$ cat config.mk
export PLATFORM = sky130hd
export DESIGN_NAME = ram_programmer
export DESIGN_NICKNAME = d
export VERILOG_FILES = /design/src/rtl/ram_programmer.sv
export SDC_FILE = /design/constraint.sdc
export NUM_CORES = 1
export LEC_CHECK = 0
export ABC_AREA = 1
export CELL_PAD_IN_SITES_DETAIL_PLACEMENT = 2
export CELL_PAD_IN_SITES_GLOBAL_PLACEMENT = 2
export CORE_UTILIZATION = 30
export CTS_CLUSTER_SIZE = 28
export DETAILED_ROUTE_END_ITERATION = 8
export GPL_ROUTABILITY_DRIVEN = 0
export GPL_TIMING_DRIVEN = 0
export PLACE_DENSITY_LB_ADDON = 0.1
export SLEW_MARGIN = 20
export SYNTH_ARGS = -nofsm -noshare
export SYNTH_HDL_FRONTEND = slang
export SYNTH_SLANG_ARGS = --single-unit
$ cat constraint.sdc
create_clock -name clk_i -period 3.01 [get_ports clk_i]
set_input_delay 0.903 -clock clk_i [delete_from_list [all_inputs] [get_ports clk_i]]
set_output_delay 0.903 -clock clk_i [all_outputs]
set_load 0.005 [all_outputs]
$ cat src/rtl/ram_programmer.sv
`timescale 1ns/1ps
// UART-fed RAM loader: waits for a magic byte sequence, then streams little-endian
// 32-bit words out as address/data/valid while holding the system in reset.
module ram_programmer #(
    parameter int unsigned               CLK_FREQ     = 50_000_000,
    parameter int unsigned               BAUD_RATE    = 115200,
    parameter int unsigned               SEQ_LENGTH   = 8,
    parameter logic [8*SEQ_LENGTH-1:0]   MAGIC_SEQ    = "CERESTST",
    parameter int unsigned               BREAK_CYCLES = 1_000_000
) (
    input  logic        clk_i,
    input  logic        rst_ni,
    input  logic        uart_rx_i,
    output logic [31:0] prog_addr_o,
    output logic [31:0] prog_data_o,
    output logic        prog_valid_o,
    output logic        prog_mode_o,
    output logic        system_reset_o
);

    localparam int unsigned DIV    = CLK_FREQ / BAUD_RATE;
    localparam int unsigned HALF   = DIV / 2;
    localparam int unsigned BAUD_W = $clog2(DIV + 1);
    localparam int unsigned TO_W   = $clog2(BREAK_CYCLES + 1);
    localparam int unsigned IDX_W  = (SEQ_LENGTH > 1) ? $clog2(SEQ_LENGTH) : 1;

    typedef enum logic [1:0] {RX_IDLE, RX_START, RX_DATA, RX_STOP} rx_state_t;
    typedef enum logic [1:0] {SYNC, COUNT, DATA} ctl_state_t;

    // Magic sequence unpacked so that element 0 is the first expected byte
    logic [7:0] w_magic [SEQ_LENGTH];
    for (genvar g = 0; g < SEQ_LENGTH; g++) begin : g_magic
        assign w_magic[g] = MAGIC_SEQ[8*(SEQ_LENGTH-1-g) +: 8];
    end

    // ---------------- receiver ----------------
    logic              r_rx_meta, r_rx_sync, r_rx_prev;
    rx_state_t         r_rx_state, w_rx_state_nxt;
    logic [BAUD_W-1:0] r_baud_cnt, w_baud_cnt_nxt;
    logic [2:0]        r_bit_idx, w_bit_idx_nxt;
    logic [7:0]        r_shift, w_shift_nxt;
    logic              r_byte_valid, w_byte_valid_nxt;

    always_ff @(posedge clk_i or negedge rst_ni) begin
        if (!rst_ni) begin
            r_rx_meta    <= 1'b1;
            r_rx_sync    <= 1'b1;
            r_rx_prev    <= 1'b1;
            r_rx_state   <= RX_IDLE;
            r_baud_cnt   <= '0;
            r_bit_idx    <= '0;
            r_shift      <= '0;
            r_byte_valid <= 1'b0;
        end else begin
            r_rx_meta    <= uart_rx_i;
            r_rx_sync    <= r_rx_meta;
            r_rx_prev    <= r_rx_sync;
            r_rx_state   <= w_rx_state_nxt;
            r_baud_cnt   <= w_baud_cnt_nxt;
            r_bit_idx    <= w_bit_idx_nxt;
            r_shift      <= w_shift_nxt;
            r_byte_valid <= w_byte_valid_nxt;
        end
    end

    always_comb begin
        w_rx_state_nxt   = r_rx_state;
        w_baud_cnt_nxt   = r_baud_cnt + BAUD_W'(1);
        w_bit_idx_nxt    = r_bit_idx;
        w_shift_nxt      = r_shift;
        w_byte_valid_nxt = 1'b0;
        case (r_rx_state)
            RX_IDLE: begin
                w_baud_cnt_nxt = '0;
                if (r_rx_prev && !r_rx_sync) begin
                    w_rx_state_nxt = RX_START;
                end
            end
            RX_START: begin
                // A line that is high again at mid-start was only a glitch
                if (r_baud_cnt == BAUD_W'(HALF - 1)) begin
                    w_baud_cnt_nxt = '0;
                    w_bit_idx_nxt  = '0;
                    w_rx_state_nxt = r_rx_sync ? RX_IDLE : RX_DATA;
                end
            end
            RX_DATA: begin
                if (r_baud_cnt == BAUD_W'(DIV - 1)) begin
                    w_baud_cnt_nxt = '0;
                    w_shift_nxt    = {r_rx_sync, r_shift[7:1]};
                    w_bit_idx_nxt  = r_bit_idx + 3'd1;
                    if (r_bit_idx == 3'd7) begin
                        w_rx_state_nxt = RX_STOP;
                    end
                end
            end
            RX_STOP: begin
                if (r_baud_cnt == BAUD_W'(DIV - 1)) begin
                    w_baud_cnt_nxt   = '0;
                    w_byte_valid_nxt = r_rx_sync;
                    w_rx_state_nxt   = RX_IDLE;
                end
            end
            default: w_rx_state_nxt = RX_IDLE;
        endcase
    end

    // ---------------- control ----------------
    ctl_state_t       r_state, w_state_nxt;
    logic [IDX_W-1:0] r_match_idx, w_match_idx_nxt;
    logic [1:0]       r_byte_cnt, w_byte_cnt_nxt;
    logic [31:0]      r_word, w_word_nxt;
    logic [31:0]      r_word_count, w_word_count_nxt;
    logic [31:0]      r_addr_cnt, w_addr_cnt_nxt;
    logic [TO_W-1:0]  r_timeout, w_timeout_nxt;
    logic [31:0]      r_prog_addr, w_prog_addr_nxt;
    logic [31:0]      r_prog_data, w_prog_data_nxt;
    logic             r_prog_valid, w_prog_valid_nxt;
    logic             r_prog_mode, w_prog_mode_nxt;
    logic             r_system_reset;
    logic [31:0]      w_word_asm, w_count_asm;

    // Bytes shift in from the top so the first byte of four lands in [7:0]
    assign w_word_asm  = {r_shift, r_word[31:8]};
    assign w_count_asm = {r_shift, r_word_count[31:8]};

    always_ff @(posedge clk_i or negedge rst_ni) begin
        if (!rst_ni) begin
            r_state        <= SYNC;
            r_match_idx    <= '0;
            r_byte_cnt     <= '0;
            r_word         <= '0;
            r_word_count   <= '0;
            r_addr_cnt     <= '0;
            r_timeout      <= '0;
            r_prog_addr    <= '0;
            r_prog_data    <= '0;
            r_prog_valid   <= 1'b0;
            r_prog_mode    <= 1'b0;
            r_system_reset <= 1'b0;
        end else begin
            r_state        <= w_state_nxt;
            r_match_idx    <= w_match_idx_nxt;
            r_byte_cnt     <= w_byte_cnt_nxt;
            r_word         <= w_word_nxt;
            r_word_count   <= w_word_count_nxt;
            r_addr_cnt     <= w_addr_cnt_nxt;
            r_timeout      <= w_timeout_nxt;
            r_prog_addr    <= w_prog_addr_nxt;
            r_prog_data    <= w_prog_data_nxt;
            r_prog_valid   <= w_prog_valid_nxt;
            r_prog_mode    <= w_prog_mode_nxt;
            r_system_reset <= w_prog_mode_nxt;
        end
    end

    always_comb begin
        w_state_nxt      = r_state;
        w_match_idx_nxt  = r_match_idx;
        w_byte_cnt_nxt   = r_byte_cnt;
        w_word_nxt       = r_word;
        w_word_count_nxt = r_word_count;
        w_addr_cnt_nxt   = r_addr_cnt;
        w_timeout_nxt    = '0;
        w_prog_addr_nxt  = r_prog_addr;
        w_prog_data_nxt  = r_prog_data;
        w_prog_valid_nxt = 1'b0;
        w_prog_mode_nxt  = r_prog_mode;
        case (r_state)
            SYNC: begin
                if (r_byte_valid) begin
                    if (r_shift == w_magic[r_match_idx]) begin
                        if (r_match_idx == IDX_W'(SEQ_LENGTH - 1)) begin
                            w_state_nxt     = COUNT;
                            w_match_idx_nxt = '0;
                            w_byte_cnt_nxt  = '0;
                            w_prog_mode_nxt = 1'b1;
                        end else begin
                            w_match_idx_nxt = r_match_idx + IDX_W'(1);
                        end
                    end else begin
                        w_match_idx_nxt = (r_shift == w_magic[0]) ? IDX_W'(1) : '0;
                    end
                end
            end
            COUNT, DATA: begin
                if (r_byte_valid) begin
                    w_byte_cnt_nxt = r_byte_cnt + 2'd1;
                    if (r_state == COUNT) begin
                        w_word_count_nxt = w_count_asm;
                        if (r_byte_cnt == 2'd3) begin
                            w_addr_cnt_nxt = '0;
                            if (w_count_asm == 32'd0) begin
                                w_state_nxt     = SYNC;
                                w_prog_mode_nxt = 1'b0;
                            end else begin
                                w_state_nxt = DATA;
                            end
                        end
                    end else begin
                        w_word_nxt = w_word_asm;
                        if (r_byte_cnt == 2'd3) begin
                            w_prog_data_nxt  = w_word_asm;
                            w_prog_addr_nxt  = r_addr_cnt;
                            w_prog_valid_nxt = 1'b1;
                            w_addr_cnt_nxt   = r_addr_cnt + 32'd1;
                            if (r_addr_cnt == r_word_count - 32'd1) begin
                                w_state_nxt     = SYNC;
                                w_prog_mode_nxt = 1'b0;
                            end
                        end
                    end
                end else if (r_timeout == TO_W'(BREAK_CYCLES - 1)) begin
                    // Sender went quiet: drop any partial word and resynchronise
                    w_state_nxt     = SYNC;
                    w_match_idx_nxt = '0;
                    w_byte_cnt_nxt  = '0;
                    w_prog_mode_nxt = 1'b0;
                end else begin
                    w_timeout_nxt = r_timeout + TO_W'(1);
                end
            end
            default: begin
                w_state_nxt     = SYNC;
                w_prog_mode_nxt = 1'b0;
            end
        endcase
    end

    assign prog_addr_o    = r_prog_addr;
    assign prog_data_o    = r_prog_data;
    assign prog_valid_o   = r_prog_valid;
    assign prog_mode_o    = r_prog_mode;
    assign system_reset_o = r_system_reset;

endmodule

After elaboration in Yosys (flattened, before gate mapping)
Memories as Yosys holds them, arrays and structs flattened.
Cells that the tools add are included.
- register bits: 215
- ROM bits: 64
- output and inout port bits: 67
- memories kept: 1
- add/sub/neg operators: 7
- $lt $le $gt $ge: 1
- equal/unequal tests: 28
- mux-type cells: 61
- bitwise gates (word level): 2
- reduce and logical (&&, ||, !) cells: 20
- memory list (memory ; words ; width ; read ports ; clocked after Yosys merged registers in ; wr ports ; line ; text):
    (name not given) ; 8 ; 8 ; 1 ; 0 ; 0 ; 172 ; if (r_shift == w_magic[r_match_idx]) begin
- operator list (operator ; number):
    two-way mux 32 bit ; 3
    two-way mux 20 bit ; 3
    two-way mux 2 bit ; 20
    adder 32 x 1 -> 32 bit (second input constant) ; 1
    == test 32 bit ; 1
    logical NOT 32 bit ; 1
    subtractor 32 x 1 -> 32 bit (second input constant) ; 1
    one-hot mux 9 bit (3 select lines) ; 1
    two-way mux 3 bit ; 7
    adder 20 x 1 -> 20 bit (second input constant) ; 1
    == test 20 bit (second input constant) ; 1
    != test 2 bit (second input constant) ; 10
    two-way mux 9 bit ; 2
    two-way mux 1 bit ; 17
    two-way mux 8 bit ; 2
    one-hot mux 3 bit (2 select lines) ; 2
    AND reduction 3 bit ; 4
    AND reduction 5 bit ; 2
    adder 9 x 1 -> 9 bit (second input constant) ; 1
    == test 9 x 8 -> 1 bit (second input constant) ; 1
    == test 9 bit (second input constant) ; 1
    == test 2 bit (second input constant) ; 4
    == test 8 x 7 -> 1 bit (second input constant) ; 1
    == test 8 bit ; 1
    other kinds (21) ; 31

Logic depth before layout (Yosys ltp)
Gate-level depths: netlist of run 1.
- depth in word-level cells: 8
- gate-level depth with buffers: 18

Worst setup path after synthesis of run 1
OpenSTA, ideal clock, no wires.
- path type: register to register
- start: register r_state[0]
- end: register r_addr_cnt[23]
- setup time: 0.124 ns
- data arrival time: 2.077 ns
- path slack: 0.809 ns
- cell stages (with the launch flop): 16
- clock period less this slack: 2.201 ns
- path through: dfrtp_1 > inv_1 > ha_1 > nand2_2 > inv_2 > nand2_4 > nor3_4 > nand2_2 > nor3_2 > nand3_2 > nor2_4 > nand2_2 > nor2_2 > nand2_1 > o21ai_1 > a21oi_1
- word-level cells in the longest chain between the ends: 3
- elaborated cells on any way between the ends: 5
- RTL lines (element ; line ; text):
    start: declaration ; 109 ; ctl_state_t r_state, w_state_nxt;
    start signal: assignment ; 142 ; r_state <= w_state_nxt;
    == test 2 x 1 -> 1 bit or == test 2 bit (tied branches) ; 169, 189 ;
    OR reduction 2 bit ; 169 ; case (r_state)
    AND reduction 3 bit (no source line) ; - ;
    end signal: assignment ; 147 ; r_addr_cnt <= w_addr_cnt_nxt;
    end: declaration ; 114 ; logic [31:0] r_addr_cnt, w_addr_cnt_nxt;
Several ways; a longest one is shown, not always the timed one.
A chain may end at the register's enable or synchronous reset.

Worst setup path in the final report of run 1
- start: register r_state[0]
- end: register r_prog_addr[0], in the netlist prog_addr_o[0]
- word-level cells in the longest chain between the ends: 3
- elaborated cells on any way between the ends: 5
- RTL lines (element ; line ; text):
    == test 2 x 1 -> 1 bit or == test 2 bit (tied branches) ; 169, 189 ;
    OR reduction 2 bit or NOT 1 bit (tied branches) ; - ;
    AND reduction 4 bit (no source line) * ; - ;
    end signal: assignment ; 149 ; r_prog_addr <= w_prog_addr_nxt;
    end: declaration ; 116 ; logic [31:0] r_prog_addr, w_prog_addr_nxt;
Mark *: on every way between the ends. The rest lies on a longest branch, timed or not.

==> results of run 1 <==
-- metrics by stage --
step | power, W | hold WS, ps
3_3_place_gp | 0.00315 | 348
2_1_floorplan | 0.00305 | 345
5_1_grt | 0.00649 | 303
4_1_cts | 0.00637 | 289
3_5_place_dp | 0.00317 | 352
6_report | 0.00626 | 283
-- critical path: stages (launching register included) --
cell      delay [ps]
dfrtp_1          400
inv_1             60
ha_1             370
nand2_2          150
inv_2             80
nand2_4          150
nor2_4           100
inv_1            140
clkbuf_1         490
clkbuf_1         520
nor2_1           130
nor2_1           130
-- kinds of logic after synthesis --
group / share of synthesized area (%)
AND/OR/NAND/NOR: 26.8
adder cells (fa/ha/maj): 1.83
buffers and inverters: 6.93
flip-flops: 50.4
XOR/XNOR: 3.66
AO/OA/AOI/OAI: 10.4
-- cell type report --
cell class / instances / area, sq um / area share [%]
clock inverters: 10 / 129 / 1.03
multi-input cells: 909 / 4410 / 35.4
clock buffers: 36 / 727 / 5.83
repair buffers: 71 / 751 / 6.02
plain buffers: 36 / 141 / 1.13
flip-flops and latches: 207 / 5180 / 41.6
inverters: 151 / 567 / 4.55
well taps: 448 / 561 / 4.50
-- layer usage --
layer | share of wire, % | vias up
li1 | - | 4386
met1 | 46 | 4573
met2 | 50 | 91
met3 | 2.4 | 38
met4 | 1.8 | 0
met5 | 0 | -
-- state kept, by name, summed over array words and instances (netlist names), named ones only --
name            flops
r_state             2
prog_addr_o        32
r_addr_cnt         32
system_reset_o      1
r_rx_state          1
r_byte_cnt          2
r_match_idx         3
r_byte_valid        1
r_rx_meta           1
prog_data_o        32
r_rx_prev           1
r_bit_idx           3
r_baud_cnt          9
r_rx_sync           1
r_shift             8
r_word             24
r_word_count       32
prog_valid_o        1
r_timeout          20
-- power breakdown --
part           internal, W  total, W  switching (W)
clock              0.00193   0.00314        0.00122
combinational    0.0000793  0.000231       0.000151
sequential         0.00283   0.00288      0.0000488
-- layout by cell type (no fill, tap or decap), drive strengths merged, types with 7 or more instances in the layout --
cell and count:
xnor2 15, o21ai 156, dfrtp 204, nand4 23, clkbuf 67, nor2 150
nand3 47, buf 8, nand2 365, inv 151, nor3 33, xor2 28
nor4 16, ha 15, clkdlybuf4s50 68, a21oi 40, clkinv 7
-- path summary, 6_finish.rpt --
path | from | endpoint | slack, ps | depth (start not counted)
setup reg to reg | r_state[0] | prog_addr_o[0] | 230 | 11
max in group asynchronous | rst_ni | r_word_count[27] | 1490 | 3
hold reg to reg | r_rx_meta | r_rx_sync | 360 | 0
min in group clk_i | r_rx_meta | r_rx_sync | 360 | 0
hold / removal | rst_ni | prog_data_o[5] | 280 | 1
setup / recovery | r_state[0] | prog_addr_o[0] | 230 | 11
-- timing repair --
item	in CTS	in global routing
setup endpoints to repair	10	56
hold endpoints to repair	0	0
gates resized for setup	1	6
pin swaps	0	0
gates cloned	0	0
==> run_results.csv, run 1 <==
group,metric,value,unit
synth,synthesis.area,10300,sq um
routing,viasPerCell,4.87,
die,initial_core_util,30.6,%
die,die_x,187,um
timing,period_share,92.4,%
cts,h-tree-depth,1,
timing,tns,0,ps
synth,yosysWarnings,0,
synth,synth_fp_nets,1322,
routing,first_pass_iters,4,
routing,num_vias,9088,
pwr,cellPowerDensity,502,nW/um^2
synth,synth_top_area_share,49.7,%
synth,ys_seq_elements,207,
job,cap_violations,0,
grt,grt_antenna_before_repair,0,
timing,slew_violations,0,
synth,yosysSeqAreaShare,50.4,%
timing,fmax,359,MHz
grt,grt-ovfl-total,0,
die,num_rows,67,
place,dp_cells,1823,
grt,busiest_layer,"met2",
grt,grt_start_max_net_pins,90,
timing,setup_viol,0,
synth,synth.most_common_cell,"nand2_1",
synth,yosysUniqueCellTypes,40,
cts,hold_buffers,0,
routing,wl_per_cell,18.3,um
grt,met1_usage,26.4,%
grt,use_met3,2.03,%
cts,post-cts-setup-buffer-count,0,
run_status,status,"finished clean",
final_layout,area_growth,21.3,%
die,io_pins,70,
timing,grt_setup_unrepaired,"false",
grt,met2_usage,36.2,%
timing,finalClockSkew,23.6,ps
synth,synth_flop_cell,"dfrtp_1",
final_layout,antennaDiodeCount,0,
cts,cts_tree,"yes",
critical_path,cp.arrival,3250,ps
routing,drt-total-wl,34300,um
cts,cts_buffer_depth,3,
final_layout,postLayoutCellArea,12500,sq um
die,die_h,187,um
die,coreArea,33600,sq um
cts,cts_root_buf,"clkbuf_16",
critical_path,cp-end-kind,"register",
pwr,leakage,5.88,nW
cts,cts_made_buffers,25,
critical_path,crit_fanout,10,
die,die-area,35000,sq um
synth,synth.largest_area_cell,"dfrtp_1",
routing,drc_errors,0,
synth,async_flop_share,100,%
synth,synth_edf_count,0,
place,post-place-ws,-249,ps
synth,avgSynthCellArea,7.88,sq um
final_layout,final_nets,1419,
critical_path,crit_type,"register to register",
place,hpwlAfterDp,26300,um
final_layout,utilization,37.1,%
grt,grt_pass1_wl,56300,um
final_layout,drive_gt1_share,5.28,%
routing,drt-initial-drc-count,320,
timing,fin_ws,228,ps
place,placed_cell_area,11600,sq um
cts,cts.sinks,207,
final_layout,n_fill_cell,3877,
critical_path,cp.required,3470,ps
timing,hold_viol_final,0,
timing,slew_headroom,59.7,%
grt,grt_pass1_vias,10038,
timing,tightest_slew,604,ps
synth,synth_area_leaders,"dfrtp_1 50%, nand2_1 13%, o21ai_0 7.4%, inv_1 5.4%, nor2_1 5.2%",
place,portBuffers,69,
grt,grt.total_usage,20.2,%
cts,path_clk_slew,60,ps
cts,clock_latency,540,ps
synth,synth_cells,1304,
synth,synthTopCellsByCount,"359 x nand2_1, 204 x dfrtp_1, 151 x o21ai_0",
final_layout,instances_no_fill,1868,
worst_hold_path,worst_hold_path_type,"input pin to asynchronous set/reset pin",
timing,fin_crit,2780,ps
routing,ant_nets,0,
pwr,peakVddDrop,0.000327,V
critical_path,cp-start-kind,"register",
(Power assumes the default switching activity.)
==> inputs of run 2 (changes only) <==
CORE_MARGIN = 4   (was default)
==> run 2 against run 1 <==
Power about the same. Clock-buffer cell count increased by 2. Critical path depth did not move. Clock skew is 6.5 ps lower. Sequential power hardly changed. Hold slack improved by 28 ps. Flip-flop and latch count is the same. Die area rose by 6.5%. Combinational power decreased by 2%. First-iteration DRC count is 20% higher. Highest routed layer unchanged.
==> run_results.csv, run 2 (synthesized netlist as in run 1, its figures left out) <==
group,metric,value,unit
critical_path,slowest_stage,"dfrtp_1",
timing,slew_headroom,57.3,%
cts,cts_buffer_depth,3,
timing,hold_viol_final,0,
grt,use_met3,2.05,%
final_layout,area.sequential,5180,sq um
timing,slew_violations,0,
final_layout,mostFrequentLayoutCells,"357 x nand2_1, 204 x dfrtp_1, 151 x o21ai_0",
final_layout,final_nets,1420,
place,hpwlAfterDp,26100,um
final_layout,mostFrequentLayoutCell,"nand2_1",
die,die_h,193,um
critical_path,critical_path_depth,11,
critical_path,cpMostUsedCell,"inv_1",
final_layout,n_fill_cell,3900,
grt,grt_pass1_vias,9966,
critical_path,cp-end-kind,"register",
grt,met1_usage,25.8,%
critical_path,r2r_slack,250,ps
die,die-area,37300,sq um
timing,fmax,363,MHz
final_layout,antennaDiodeCount,0,
routing,wl_per_cell,18.1,um
place,portBuffers,69,
grt,grt_pass1_wl,55700,um
routing,drt-initial-drc-count,383,
die,io_pins,70,
grt,met2_usage,32.3,%
critical_path,crit_type,"register to register",
place,post-place-ws,-13.4,ps
run_status,status,"finished clean",
cts,path_clk_slew,60,ps
timing,grt_setup_unrepaired,"false",
timing,finalClockSkew,17.1,ps
place,placed_cell_area,11600,sq um
timing,fin_crit,2760,ps
pwr,leakage,5.89,nW
critical_path,crit_fanout,10,
die,num_rows,67,
final_layout,multi_input_area,4420,sq um
cts,cts.sinks,207,
critical_path,cp.arrival,3180,ps
routing,ant_nets,0,
grt,grt-ovfl-total,0,
timing,setup_viol,0,
critical_path,slowest_delay,400,ps
cts,cts_root_buf,"clkbuf_16",
grt,busiest_layer,"met2",
worst_hold_path,worst_hold_path_type,"input pin to asynchronous set/reset pin",
cts,h-tree-depth,1,
critical_path,crit_chain,"inv_1 -> ha_1 -> clkbuf_1 -> inv_1 -> nor2_1 -> inv_1 -> nor2_2 -> inv_1 -> buf_2 -> o21ai_0 -> nor2_1",
critical_path,crit_buf_inv,6,
pwr,peakVddDrop,0.000409,V
job,cap_violations,0,
final_layout,area_growth,21.6,%
routing,first_pass_iters,4,
final_layout,postLayoutCellArea,12500,sq um
routing,drc_errors,0,
die,die_x,193,um
pwr,cellPowerDensity,501,nW/um^2
routing,num_vias,9120,
die,coreArea,33700,sq um
timing,tightest_slew,640,ps
cts,cts_tree,"yes",
cts,cts_made_buffers,26,
critical_path,cp-start-kind,"register",
timing,fin_ws,254,ps
cts,clock_latency,550,ps
cts,post-cts-setup-buffer-count,0,
critical_path,cp_top_family,"buffers and inverters",
grt,grt_antenna_before_repair,0,
grt,grt_start_max_net_pins,82,
routing,viasPerCell,4.88,
critical_path,cp.required,3430,ps
final_layout,drive_gt1_share,5.56,%
grt,grt.total_usage,18.7,%
critical_path,r2r-end,"r_addr_cnt[14]",
die,initial_core_util,30.5,%
timing,period_share,91.5,%
routing,drt-total-wl,33900,um
critical_path,reg2reg_depth,11,
critical_path,timing.rr.start,"r_state[1]",
## run 2: changes by cell type in the layout (fill, tap and decap cells not counted), sizes merged
cell | previous run | this run
inv | 151 | 150
clkinvlp | 0 | 1
clkbuf | 67 | 69
bufinv | 3 | 2
clkinv | 7 | 8
## run 2: worst max path at each step
stage,endpoint,start,slack [ps]
floorplan,r_addr_cnt[23],r_state[0],810
global placement,r_timeout[4],rst_ni,-8480
detailed placement,prog_addr_o[2],r_state[0],-10
CTS,prog_addr_o[2],r_state[0],9
global route,r_state[0],r_word_count[15],10
finish,r_addr_cnt[14],r_state[1],250
## run 2: final cells by class
type                            instances  share of cell area [%]
Multi-Input combinational cell        909                    35.3
Clock inverter                         10                    1.02
Inverter                              151                    4.54
Clock buffer                           38                    5.97
Sequential cell                       207                    41.5
Tap cell                              448                    4.49
Timing Repair Buffer                   71                    6.01
Buffer                                 36                    1.17
## run 2: what timing repair did
item	4_1_cts	5_1_grt
hold buffers	0	0
gates resized for setup	2	14
pin swaps	0	0
setup endpoints to repair	20	32
## run 2: power breakdown
part,switching [W],internal (W)
clock network,0.00126,0.00190
registers,0.0000464,0.00283
logic,0.000148,0.0000783
## run 2: layer usage
metal  vias to the layer above  wire length [um]
met1                      4607             16200
met2                        98             16300
met3                        42               940
met5                         -                 0
met4                         0               544
li1                       4373                 -
## run 2: through the flow
step / std cells / power, W / utilization [%] / hold slack, ps / TNS (ps)
6_report: 1870 / 0.00626 / 37.1 / 312 / 0
5_1_grt: 1870 / 0.00655 / 37.1 / 347 / 0
4_1_cts: 1871 / 0.00638 / 37.0 / 328 / 0
3_5_place_dp: 1823 / 0.00317 / 34.4 / 350 / -21.9
3_3_place_gp: 1821 / 0.00315 / 34.2 / 350 / -1740960
2_1_floorplan: 1304 / 0.00305 / - / 345 / 0
==> inputs of run 3 (changes only) <==
SLEW_MARGIN = 40   (was 20)
==> run 3 against run 2 <==
Global-route usage down 0.15 points. Register-to-register slack about the same. Clock-buffer cell count stayed put. Non-clock buffer count increased by 2. Combinational power grew 3%. Sequential share of layout area is 0.079 points lower. Flip-flop and latch count unchanged. Cell area is 0.19% higher. Wire length increased by 0.58%. Sequential power about the same. Worst setup slack lost 6.2 ps. Power down 0.40%. Critical path type unchanged. Largest power group unchanged.
==> run_results.csv, run 3 (synthesized netlist as in run 1, its figures left out) <==
group,metric,value,unit
run_status,status,"finished clean",
timing,hold_viol_final,0,
pwr,p_sw_share,23.3,%
grt,grt-ovfl-total,0,
cts,cts_buffer_depth,3,
timing,slew_headroom,57.6,%
die,io_pins,70,
pwr,combPwrFrac,3.7,%
critical_path,cp-start-kind,"register",
timing,grt_setup_unrepaired,"false",
routing,drt-initial-drc-count,387,
critical_path,crit_type,"register to register",
timing,setup_viol,0,
routing,dr_wl_met3,1090,um
cts,clock_latency,540,ps
cts,cts.sinks,207,
die,die_x,193,um
place,portBuffers,69,
die,num_rows,67,
timing,fmax,362,MHz
pwr,cellPowerDensity,498,nW/um^2
critical_path,r2r_slack,250,ps
timing,finalClockSkew,8.20,ps
routing,dr.max_layer_used,"met4",
pwr,clkPwrFrac,50.1,%
critical_path,timing.rr.start,"r_state[0]",
cts,hold_buffers,0,
critical_path,r2r-end,"r_addr_cnt[26]",
die,initial_core_util,30.5,%
critical_path,cp-end-kind,"register",
grt,grt_pass1_vias,9927,
grt,grt_start_max_net_pins,69,
timing,fin_crit,2760,ps
cts,h-tree-depth,1,
critical_path,cp.arrival,3190,ps
die,coreArea,33700,sq um
final_layout,utilization,37.2,%
pwr,leakage,5.90,nW
final_layout,mostFrequentLayoutCell,"nand2_1",
cts,cts_tree,"yes",
routing,first_pass_iters,4,
timing,whs,244,ps
job,cap_violations,0,
worst_hold_path,worst_hold_path_type,"input pin to asynchronous set/reset pin",
final_layout,n_fill_cell,3906,
routing,dr_wl_met2,16400,um
final_layout,antennaDiodeCount,0,
final_layout,drive_gt1_share,5.70,%
die,die-area,37300,sq um
routing,viasPerCell,4.87,
grt,grt_pass1_wl,55600,um
critical_path,crit_fanout,7,
routing,ant_nets,0,
critical_path,reg2reg_depth,15,
grt,grt.total_usage,18.6,%
pwr,peakVddDrop,0.000406,V
timing,period_share,91.8,%
routing,wl_met1,16200,um
cts,cts_root_buf,"clkbuf_16",
cts,path_clk_slew,60,ps
routing,num_vias,9102,
critical_path,cp.required,3440,ps
routing,wl_per_cell,18.3,um
cts,cts_made_buffers,26,
pwr,internal_power,0.00479,W
timing,slew_violations,0,
routing,drt-total-wl,34100,um
final_layout,area_growth,21.8,%
cts,post-cts-setup-buffer-count,0,
die,die_h,193,um
grt,grt_antenna_before_repair,0,
final_layout,final_nets,1422,
pwr,p_seq_share,46.2,%
pwr,p_switching,0.00145,W
final_layout,mostFrequentLayoutCells,"357 x nand2_1, 204 x dfrtp_1, 151 x o21ai_0",
timing,tightest_slew,636,ps
timing,fin_ws,248,ps
place,post-place-ws,-6.92,ps
place,hpwlAfterDp,26100,um
pwr,power.total,0.00624,W
routing,drc_errors,0,
-- run 3: stage by stage --
stage / setup TNS [ps] / instance area (sq um) / cells
floorplan: 0 / 10300 / 1304
global placement: -1740960 / 11500 / 1821
detailed placement: -8.24 / 11600 / 1824
CTS: 0 / 12500 / 1870
global route: 0 / 12500 / 1870
finish: 0 / 12500 / 1870
-- run 3: how the worst max path moves through the flow --
stage	slack (ps)	from	to	depth (start not counted)
2_1_floorplan	810	r_state[0]	r_addr_cnt[23]	15
3_3_place_gp	-8480	rst_ni	r_timeout[4]	1
3_5_place_dp	-7	r_state[0]	prog_addr_o[3]	11
4_1_cts	30	r_state[0]	prog_addr_o[3]	11
5_1_grt	10	r_state[0]	prog_addr_o[14]	11
6_report	250	r_state[0]	r_addr_cnt[26]	15
-- run 3: final cells by class --
class	count	area (sq um)	area share [%]
clock inverters	8	95.1	0.759
repair buffers	72	778	6.22
inverters	151	567	4.53
clock buffers	38	776	6.20
well taps	448	561	4.48
flip-flops and latches	207	5180	41.4
plain buffers	37	150	1.20
multi-input cells	909	4410	35.2
-- run 3: layer usage --
layer | up-vias | global-route usage (%)
met3 | 30 | 1.91
met1 | 4600 | 25.8
met5 | - | 0
li1 | 4377 | -
met2 | 95 | 32.1
met4 | 0 | 3.02
-- run 3: critical path, cell delays in order, from the launching register on --
cell and delay [ps]:
dfrtp_1 390, inv_1 60, ha_1 380, nand2_2 150, inv_2 150, nand2_4 140
nor2_4 160, nand3_2 120, nor3_4 210, nand2_2 90, nor2_4 120, nand2_2 110
nor3_4 220, nand3_1 140, o21ai_1 150, nor2_1 50
-- run 3: power groups by stage --
stage	clock network (W)	logic, W	registers, W
after floorplan	0	0.000131	0.00292
after global placement	0	0.000218	0.00293
after detailed placement	0	0.000243	0.00293
after CTS	0.00324	0.000243	0.00288
after global routing	0.00337	0.000277	0.00289
final	0.00313	0.000232	0.00288
-- run 3: repair_timing --
| action | CTS | global route |
|---|---|---|
| gates resized for setup | 2 | 13 |
| pin swaps | 0 | 0 |
| endpoints found under the setup margin | 9 | 31 |
